===== config.mk =====
export PLATFORM = sky130hd
export DESIGN_NAME = hazard_scoreboard
export DESIGN_NICKNAME = d
export VERILOG_FILES = /design/src/rtl/hazard_scoreboard.sv
export SDC_FILE = /design/constraint.sdc
export NUM_CORES = 1
export LEC_CHECK = 0
export ABC_AREA = 1
export BUFFER_PORTS_ARGS = -buffer_cell sky130_fd_sc_hd__clkbuf_2
export CORE_ASPECT_RATIO = 0.5
export CORE_MARGIN = 2
export CORE_UTILIZATION = 47
export DETAILED_ROUTE_END_ITERATION = 12
export PLACE_DENSITY = 0.76
export REMOVE_ABC_BUFFERS = 1
export SETUP_SLACK_MARGIN = 0.15
export SYNTH_ARGS = -nofsm -noshare
export SYNTH_HDL_FRONTEND = slang
export SYNTH_SLANG_ARGS = --single-unit

===== constraint.sdc =====
create_clock -name clk -period 1.8 [get_ports clk]
set_clock_uncertainty 0.2 [all_clocks]
set_input_delay 0.18 -clock clk [delete_from_list [all_inputs] [get_ports clk]]
set_output_delay 0.18 -clock clk [all_outputs]
set_load 0.05 [all_outputs]

===== src/rtl/hazard_scoreboard.sv =====
// Purpose : D-stage stall controller; tracks in-flight GPR writers, the mult/div busy window and eret-after-mtc0.
// Latency : zero; every output is combinational from the scoreboard state and the current D-stage inputs.
// Backpr. : stall holds PC and D (pc_en=d_en=0) and bubbles E (e_clr=1); flush kills every tracked entry.
//
// Ports:
//   clk, reset (async, active-low)
//   d_valid, d_rs, d_rt, d_tuse_rs, d_tuse_rt, d_a3, d_tnew : decoded D-stage operand/result info
//   d_md, d_md_start, d_md_div, d_mtc0, d_eret               : D-stage instruction class flags
//   flush                                                    : exception flush of everything after D
//   pc_en, d_en, e_clr                                       : pipeline register controls
//   md_busy, stall_cause {eret, md, data}, stall_cycles      : status
//
// Optional macro STALL_STAT_EN: when defined, stall_cycles is a free-running 32-bit count of
// stalled cycles; when undefined it is tied to zero.
module hazard_scoreboard #(
   parameter int NSTAGE     = 3,
   parameter int TW         = 3,
   parameter int MULT_LAT   = 5,
   parameter int DIV_LAT    = 10,
   parameter int EPC_WSTAGE = 2
) (
   input  logic          clk,
   input  logic          reset,
   input  logic          d_valid,
   input  logic [4:0]    d_rs,
   input  logic [4:0]    d_rt,
   input  logic [TW-1:0] d_tuse_rs,
   input  logic [TW-1:0] d_tuse_rt,
   input  logic [4:0]    d_a3,
   input  logic [TW-1:0] d_tnew,
   input  logic          d_md,
   input  logic          d_md_start,
   input  logic          d_md_div,
   input  logic          d_mtc0,
   input  logic          d_eret,
   input  logic          flush,
   output logic          pc_en,
   output logic          d_en,
   output logic          e_clr,
   output logic          md_busy,
   output logic [2:0]    stall_cause,
   output logic [31:0]   stall_cycles
);

   typedef struct packed {
      logic          vld;
      logic [4:0]    a3;
      logic [TW-1:0] tnew;
      logic          mtc0;
   } ent_t;

   localparam int MD_MAX = (DIV_LAT > MULT_LAT) ? DIV_LAT : MULT_LAT;
   localparam int CW     = $clog2(MD_MAX + 1);
   localparam logic [CW-1:0] DIV_CNT  = CW'(DIV_LAT);
   localparam logic [CW-1:0] MULT_CNT = CW'(MULT_LAT);

   ent_t          ent    [NSTAGE];
   ent_t          ent_sh [NSTAGE];
   logic [CW-1:0] md_cnt;

   logic data_hz;
   logic mtc0_ahead;
   logic md_hz;
   logic eret_hz;
   logic stall;
   logic issue;

   // Hazard detection against every tracked entry.
   always_comb begin
      data_hz    = 1'b0;
      mtc0_ahead = 1'b0;
      for (int i = 0; i < NSTAGE; i++) begin
         if (ent[i].vld && (ent[i].a3 != 5'd0)) begin
            if ((ent[i].a3 == d_rs) && (d_tuse_rs < ent[i].tnew)) data_hz = 1'b1;
            if ((ent[i].a3 == d_rt) && (d_tuse_rt < ent[i].tnew)) data_hz = 1'b1;
         end
         // Only entries that have not yet written EPC can race an eret.
         if ((i < EPC_WSTAGE) && ent[i].vld && ent[i].mtc0) mtc0_ahead = 1'b1;
      end
   end

   assign md_busy = (md_cnt != '0);
   assign md_hz   = d_md && md_busy;
   assign eret_hz = d_eret && mtc0_ahead;

   assign stall_cause = d_valid ? {eret_hz, md_hz, data_hz} : 3'b000;
   assign stall       = |stall_cause;
   assign pc_en       = !stall;
   assign d_en        = !stall;
   assign e_clr       = stall;
   assign issue       = d_valid && !stall && !flush;

   // Next scoreboard contents: entry 0 takes the issuing D instruction (or a bubble),
   // older entries age by one stage with tnew saturating at zero.
   always_comb begin
      for (int i = 0; i < NSTAGE; i++) ent_sh[i] = '0;
      if (issue) begin
         ent_sh[0].vld  = 1'b1;
         ent_sh[0].a3   = d_a3;
         ent_sh[0].tnew = d_tnew;
         ent_sh[0].mtc0 = d_mtc0;
      end
      for (int i = 1; i < NSTAGE; i++) begin
         ent_sh[i] = ent[i-1];
         if (ent[i-1].tnew != '0) ent_sh[i].tnew = ent[i-1].tnew - 1'b1;
      end
   end

   always_ff @(posedge clk or negedge reset) begin
      if (!reset) begin
         for (int i = 0; i < NSTAGE; i++) ent[i] <= '0;
      end else if (flush) begin
         for (int i = 0; i < NSTAGE; i++) ent[i] <= '0;
      end else begin
         for (int i = 0; i < NSTAGE; i++) ent[i] <= ent_sh[i];
      end
   end

   // HI/LO completes regardless of a flush, so the busy countdown ignores it
   // except that a flushed mult/div never starts.
   always_ff @(posedge clk or negedge reset) begin
      if (!reset) begin
         md_cnt <= '0;
      end else if (issue && d_md_start) begin
         md_cnt <= d_md_div ? DIV_CNT : MULT_CNT;
      end else if (md_busy) begin
         md_cnt <= md_cnt - 1'b1;
      end
   end

`ifdef STALL_STAT_EN
   logic [31:0] stall_cnt;

   always_ff @(posedge clk or negedge reset) begin
      if (!reset) begin
         stall_cnt <= 32'd0;
      end else if (stall) begin
         stall_cnt <= stall_cnt + 32'd1;
      end
   end

   assign stall_cycles = stall_cnt;
`else
   assign stall_cycles = 32'd0;
`endif

endmodule


==> metrics.md, run 1 <==
| Metric | Value |
|---|---|
| Post-Synthesis Cells | `371` |
| VDD IR max | `861 uV` |
| Pwr/cell area | `795 nW/um^2` |
| Pin count of the biggest net entering global routing | `34` |
| CTS Sinks | `33` |
| Hold Vio Cnt, Final | `0` |
| Post-synthesis mux area share | `0%` |
| Antenna Nets Post-Route | `0` |
| Detailed Routing Iterations Pass 1 | `4` |
| Die width | `107 microns` |
| H-tree Lvls | `2` |
| Antenna violations before repair | `0` |
| Max-slew violations | `0` |
| EDFF count, synth | `0` |
| Crit Path Max Fanout | `5` |
| Leakage | `0.00200 uW` |
| Startpoint Class | `register` |
| CTS tree | `done` |
| Via Count | `2426` |
| Final instance area | `3340 sq um` |
| Hold Path Cell Cnt | `3` |
| Setup ws final | `-0.575 ns` |
| Syn Area/Cell | `6.75 sq um` |
| Die Height | `55.6 microns` |
| First-pass GRT wire length | `9600 microns` |
| Gr usage total | `20.8%` |
| GRT Residual Overflow | `0` |
| Core box area | `5020 sq um` |
| DR vias/cell | `4.53` |
| Number of buffers created by CTS | `5` |
| Hpwl dp | `4250 microns` |
| Outcome | `finished with violations` |
| Buffers on Ports | `39` |
| Post-layout minimum cycle time | `2.38 ns` |
| Simple-gate share of the synthesized area | `29.8%` |
| Async S/R FF share, synth | `100%` |
| Achievable frequency | `421 MHz` |
| Critical Path AT | `2.00 ns` |
| Fillcell total | `389` |
| Commonest cells after routing, fill and taps aside | `112 x nand2_1, 64 x inv_1, 43 x nor2_1` |
| Fraction of layout cells with a size suffix above 1 | `24.9%` |
| CTS Buffer Depth | `2` |
| Setup Crit Path Kind | `reg2out` |
| DRC viols | `0` |
| Failing checks | `negative setup slack` |
| Critical hold path startpoint | `d_md_start` |
| Nets | `516` |
| Reg clk slew, reported paths | `0.07 ns` |
| Post-Synth Adder-Cell Area | `9.00%` |
| RSZ-0062 raised after global routing | `true` |
| Routed len/inst | `11.6 microns` |
| Final setup viols | `19` |
| Required @ worst endpoint | `1.42 ns` |
| Xor/xnor share of the synthesized area | `1.40%` |
| Synth Register Bits | `33` |
| R2r worst-path depth | `16` |
| DP Area | `2850 sq um` |
| Largest family of logic cells by synthesized area | `simple AND/OR/NAND/NOR gates` |
| Cell Rows | `18` |
| Initial DRC Count | `166` |
| Synth top area share | `33.0%` |
| Vias in the first global route | `2147` |
| Num ports | `72` |
| Drt total wl | `6230 microns` |
| Worst slack, placed | `-0.284 ns` |
| Distinct cells, synth | `24` |
| Commonest non-fill, non-tap cell in the layout | `nand2_1` |
| Critical R2R Capture | `md_cnt[1]` |
| Initial core utilization | `49.8%` |
| Post-synthesis sequential area ratio | `33.0%` |
| Critical Path Sink Type | `primary output` |
| Ant diodes | `0` |
| Fraction of the mapped netlist area in compound gates | `5.20%` |
| Cell taking the most area after synthesis | `dfrtp_1` |
| Reg2Reg Setup Slack | `-0.37 ns` |
| Final Cycle Share | `132%` |
| Layout area overhead | `33.4%` |
| Predominant post-synthesis flop cell | `dfrtp_1` |
| Netlist Area Pre-Place | `2500 sq um` |
| Max-Cap Viols | `0` |
| Clk_lat worst skew | `0.29 ns` |
| GPL Wtd Cong | `0.887` |
| Worst R2R Start | `ent[12]` |
| Full die area | `5960 sq um` |
| Yosys warnings | `0` |
| Min-Delay Path Class | `in2reg` |
| Root Buffer | `clkbuf_8` |
| Hold EP | `md_cnt[3]` |
| Synth top area cells | `dfrtp_1 33%, nand2_1 17%, inv_1 11%` |
-- worst max-delay path, stage by stage (launching register included) --
cell and delay (ns):
dfrtp_1 0.36, inv_2 0.06, ha_1 0.27, nand2_1 0.05, a21oi_1 0.12, nor2_1 0.05
nand2_1 0.05, nand2_1 0.07, nand2_2 0.09, nand3_4 0.10, a21oi_4 0.26, inv_2 0.08
buf_8 0.15
-- sequential cells by signal (all words and copies together), names as in the netlist --
name    flops
md_cnt      4
ent        29
-- what timing repair did --
action | in CTS | in global routing
hold buffers | 11 | 0
hold endpoints to repair | 43 | 0
resized for setup | 25 | 33
pin swaps | 3 | 10
setup endpoints to repair | 21 | 21
setup buffers | 8 | 6
-- Yosys cell counts, types with 2 or more instances --
| cell | count |
|---|---|
| a211oi_1 | 2 |
| a21oi_1 | 6 |
| buf_4 | 33 |
| clkbuf_1 | 2 |
| dfrtp_1 | 33 |
| ha_1 | 18 |
| inv_1 | 73 |
| inv_2 | 2 |
| nand2_1 | 115 |
| nand3_1 | 5 |
| nand4_1 | 8 |
| nor2_1 | 48 |
| nor3_1 | 6 |
| o21ai_0 | 8 |
| xnor2_1 | 2 |
| xor2_1 | 2 |
-- cells by family (layout without fill, tap and decap cells) --
kind of cell	count (synthesis)	in the layout
AOI/OAI and AO/OA	20	20
xor gates and xnor gates	4	4
adders and majority gates	18	18
buffers and inverters	110	173
DFF	33	33
other	1	32
and+or+nand+nor	185	185
-- layer usage --
layer / wire length (microns) / global-route usage, % / up-vias
met5: 0 / 0 / -
met4: 99 / 6.86 / 0
met3: 464 / 4.22 / 8
met2: 2980 / 33.5 / 95
met1: 2690 / 28.1 / 1090
li1: - / - / 1233
-- final cells by class --
class | count | area, sq um | share of cell area, %
clock buffers | 7 | 86.3 | 2.59
inverters | 75 | 282 | 8.43
multi-input cells | 259 | 1360 | 40.7
flip-flops and latches | 33 | 826 | 24.7
well taps | 70 | 87.6 | 2.62
repair buffers | 91 | 701 | 21.0
-- report_power, final --
group	total [uW]	switching, uW	internal (uW)
Sequential	883	59.4	824
Clock	571	268	303
Combinational	1200	686	516
Total	2660	1010	1640
-- per-stage QoR --
stage | setup TNS, ns | util, % | hold slack [ns] | power [uW] | instances
global placement | -2.35 | 56.7 | 0.0348 | 1730 | 503
CTS | -4.89 | 63.8 | 0.0211 | 2490 | 529
detailed placement | -3.52 | 56.7 | 0.0373 | 1740 | 503
global route | -8.57 | 66.5 | 0.0613 | 2800 | 535
finish | -6.94 | 66.5 | 0.0391 | 2660 | 535
floorplan | -10.67 | - | -0.316 | 1480 | 367
-- worst max path at each step --
stage	slack, ns	depth (start not counted)	startpoint	end
finish	-0.58	12	ent[12]	e_clr
CTS	-0.54	11	ent[12]	d_en
global placement	-0.22	11	ent[12]	d_en
detailed placement	-0.28	11	ent[12]	d_en
global route	-0.66	12	ent[12]	e_clr
floorplan	-0.84	7	md_cnt[0]	e_clr
(Power assumes the default switching activity.)
==> run 2: changes to the inputs <==
CTS_CLUSTER_SIZE = 8   (was not set)
SETUP_SLACK_MARGIN = not set   (was 0.15)
==> metrics.md, run 2 (synthesis gave the netlist of run 1 again) <==
| Metric | Value |
|---|---|
| Detailed Routing Iterations Pass 1 | `4 (unchanged)` |
| Outcome | `finished with violations` |
| Most common cell on crit path | `nand2_1` |
| Internal | `1480 uW (-9.7%)` |
| RSZ-0062 raised after global routing | `true` |
| Switching power share of the total | `38.3% (+0.18 points)` |
| Crit Path Max Fanout | `5 (unchanged)` |
| Ant diodes | `0 (unchanged)` |
| Clk_lat worst skew | `0.29 ns (about the same)` |
| Reg clk slew, reported paths | `0.07 ns (about the same)` |
| Critical Path Sink Type | `primary output` |
| Antenna violations before repair | `0 (unchanged)` |
| Initial DRC Count | `138 (-17%)` |
| Critical Path AT | `1.99 ns (about the same)` |
| First-pass GRT wire length | `9270 microns (-3.5%)` |
| Max-Cap Viols | `0 (unchanged)` |
| Buffers on Ports | `39 (unchanged)` |
| Nets | `508 (-1.6%)` |
| Worst Hold Slack | `0.0326 ns (-0.00647 ns)` |
| Gr usage total | `20.0% (-0.83 points)` |
| CTS Sinks | `33 (unchanged)` |
| Net Switching | `923 uW (-9.0%)` |
| Final Cycle Share | `132% (-0.19 points)` |
| Num ports | `72 (unchanged)` |
| Required @ worst endpoint | `1.42 ns (about the same)` |
| Number of buffers created by CTS | `5 (unchanged)` |
| Die width | `107 microns (unchanged)` |
| Vias in the first global route | `2098 (-2.3%)` |
| DP Area | `2850 sq um (unchanged)` |
| Initial core utilization | `49.8% (unchanged)` |
| Clk pwr share | `23.7% (+2.2 points)` |
| Seq pwr share | `36.3% (+3.1 points)` |
| Fraction of layout cells with a size suffix above 1 | `22.8% (-2.2 points)` |
| Failing checks | `negative setup slack` |
| Max reg flops | `29 (unchanged)` |
| CTS tree | `done` |
| Full die area | `5960 sq um (unchanged)` |
| GRT Residual Overflow | `0 (unchanged)` |
| Commonest cells after routing, fill and taps aside | `111 x nand2_1, 67 x inv_1, 43 x nor2_1` |
| DR vias/cell | `4.46 (-1.6%)` |
| Biggest regs | `ent: 29 flops, md_cnt: 4 flops` |
| Setup Crit Path Kind | `reg2out` |
| Final instance area | `3210 sq um (-3.8%)` |
| Drt total wl | `5690 microns (-8.6%)` |
| VDD IR max | `830 uV (-3.6%)` |
| Routed len/inst | `10.8 microns (-7.2%)` |
| CP top delay family | `simple AND/OR/NAND/NOR gates` |
| Final setup viols | `18 (-1)` |
| CP peak stage delay | `0.36 ns (about the same)` |
| CTS Buffer Depth | `2 (unchanged)` |
| Via Count | `2352 (-3.1%)` |
| Critical Path, Cell by Cell | `inv_2 -> ha_1 -> nand2_1 -> a21oi_1 -> nor2_1 -> nand2_1 -> nand2_1 -> nand2_2 -> nand3_4 -> a21oi_4 -> inv_2 -> buf_8` |
| Placed Cells | `503 (unchanged)` |
| Cell Rows | `18 (unchanged)` |
| Commonest non-fill, non-tap cell in the layout | `nand2_1` |
| CP max-delay cell | `dfrtp_1` |
| Largest reg by FF count | `ent` |
| Max-slew violations | `0 (unchanged)` |
| Die Height | `55.6 microns (unchanged)` |
| Antenna Nets Post-Route | `0 (unchanged)` |
| Achievable frequency | `422 MHz (+0.14%)` |
| DRC viols | `0 (unchanged)` |
| Comb pwr share | `40.0% (-5.3 points)` |
| Pin count of the biggest net entering global routing | `34 (unchanged)` |
| Pwr/cell area | `749 nW/um^2 (-5.8%)` |
| H-tree Lvls | `2 (unchanged)` |
| Leakage | `0.00193 uW (-3.1%)` |
| GPL Wtd Cong | `0.887 (unchanged)` |
| Min-Delay Path Class | `in2reg` |
| Layout area overhead | `28.4%` |
| Fillcell total | `419 (+7.7%)` |
| Root Buffer | `clkbuf_8` |
| Hpwl dp | `4250 microns (unchanged)` |
| Non-Filler Instances | `527 (-1.5%)` |
| Startpoint Class | `register` |
| Setup ws final | `-0.572 ns (+0.00339 ns)` |
| Post-layout minimum cycle time | `2.37 ns (-0.00339 ns)` |
| Core box area | `5020 sq um (unchanged)` |
| WP buf/inv | `3 (unchanged)` |
| Hold Vio Cnt, Final | `0 (unchanged)` |
run 2: cell types whose count changed in the layout (fill, tap and decap cells not counted), moves of 2 or more:
cell and change:
buf_4 -3, buf_6 -4, inv_1 +3, inv_2 -3
nand2_2 +2
run 2: area by class of cell:
type                            count  area, sq um  share of cell area [%]
Tap cell                           70         87.6                    2.73
Inverter                           75          282                    8.76
Clock buffer                        7         86.3                    2.69
Multi-Input combinational cell    259         1330                    41.4
Sequential cell                    33          826                    25.7
Timing Repair Buffer               83          601                    18.7
run 2: path summary, 6_finish.rpt:
check                           start   endpoint  depth (start not counted)  slack, ns
max                           ent[12]      e_clr                         12      -0.57
min                        d_md_start  md_cnt[3]                          3       0.03
max reg2reg                   ent[12]    ent[25]                         13      -0.35
min reg2reg                   ent[20]    ent[10]                          2       0.28
max in group asynchronous       reset    ent[16]                          3       0.85
min in group asynchronous       reset    ent[25]                          3       0.25
run 2: what timing repair did:
action | in CTS | in global routing
pin swaps | 1 | 7
endpoints found under the hold margin | 43 | 0
gates resized for setup | 11 | 35
setup endpoints to repair | 18 | 21
hold buffers | 11 | 0
buffers inserted | 4 | 2
run 2: layer usage:
metal | GRT usage, % | share of wire (%)
met5 | 0 | 0
met4 | 7.42 | 1.3
met3 | 4.68 | 5.6
met1 | 27.3 | 47
met2 | 30.8 | 46
run 2: through the flow:
| step | total power [uW] | setup TNS [ns] | setup WS (ns) | util [%] |
|---|---|---|---|---|
| after floorplan | 1480 | -10.67 | -0.843 | - |
| after global placement | 1730 | -2.35 | -0.217 | 56.7 |
| after detailed placement | 1740 | -3.52 | -0.284 | 56.7 |
| after CTS | 2350 | -4.89 | -0.540 | 62.1 |
| after global routing | 2560 | -8.09 | -0.639 | 64.0 |
| final | 2410 | -6.50 | -0.572 | 64.0 |
run 2: tightest hold or removal path, stage by stage:
cell	delay, ns
clkbuf_2	0.12
nand4_4	0.12
a21oi_1	0.07
run 2: power groups by stage:
stage	registers (uW)	logic [uW]	clock network (uW)
global route	882	1070	611
floorplan	880	603	0
detailed placement	884	856	0
global placement	883	846	0
finish	873	964	570
CTS	872	906	574
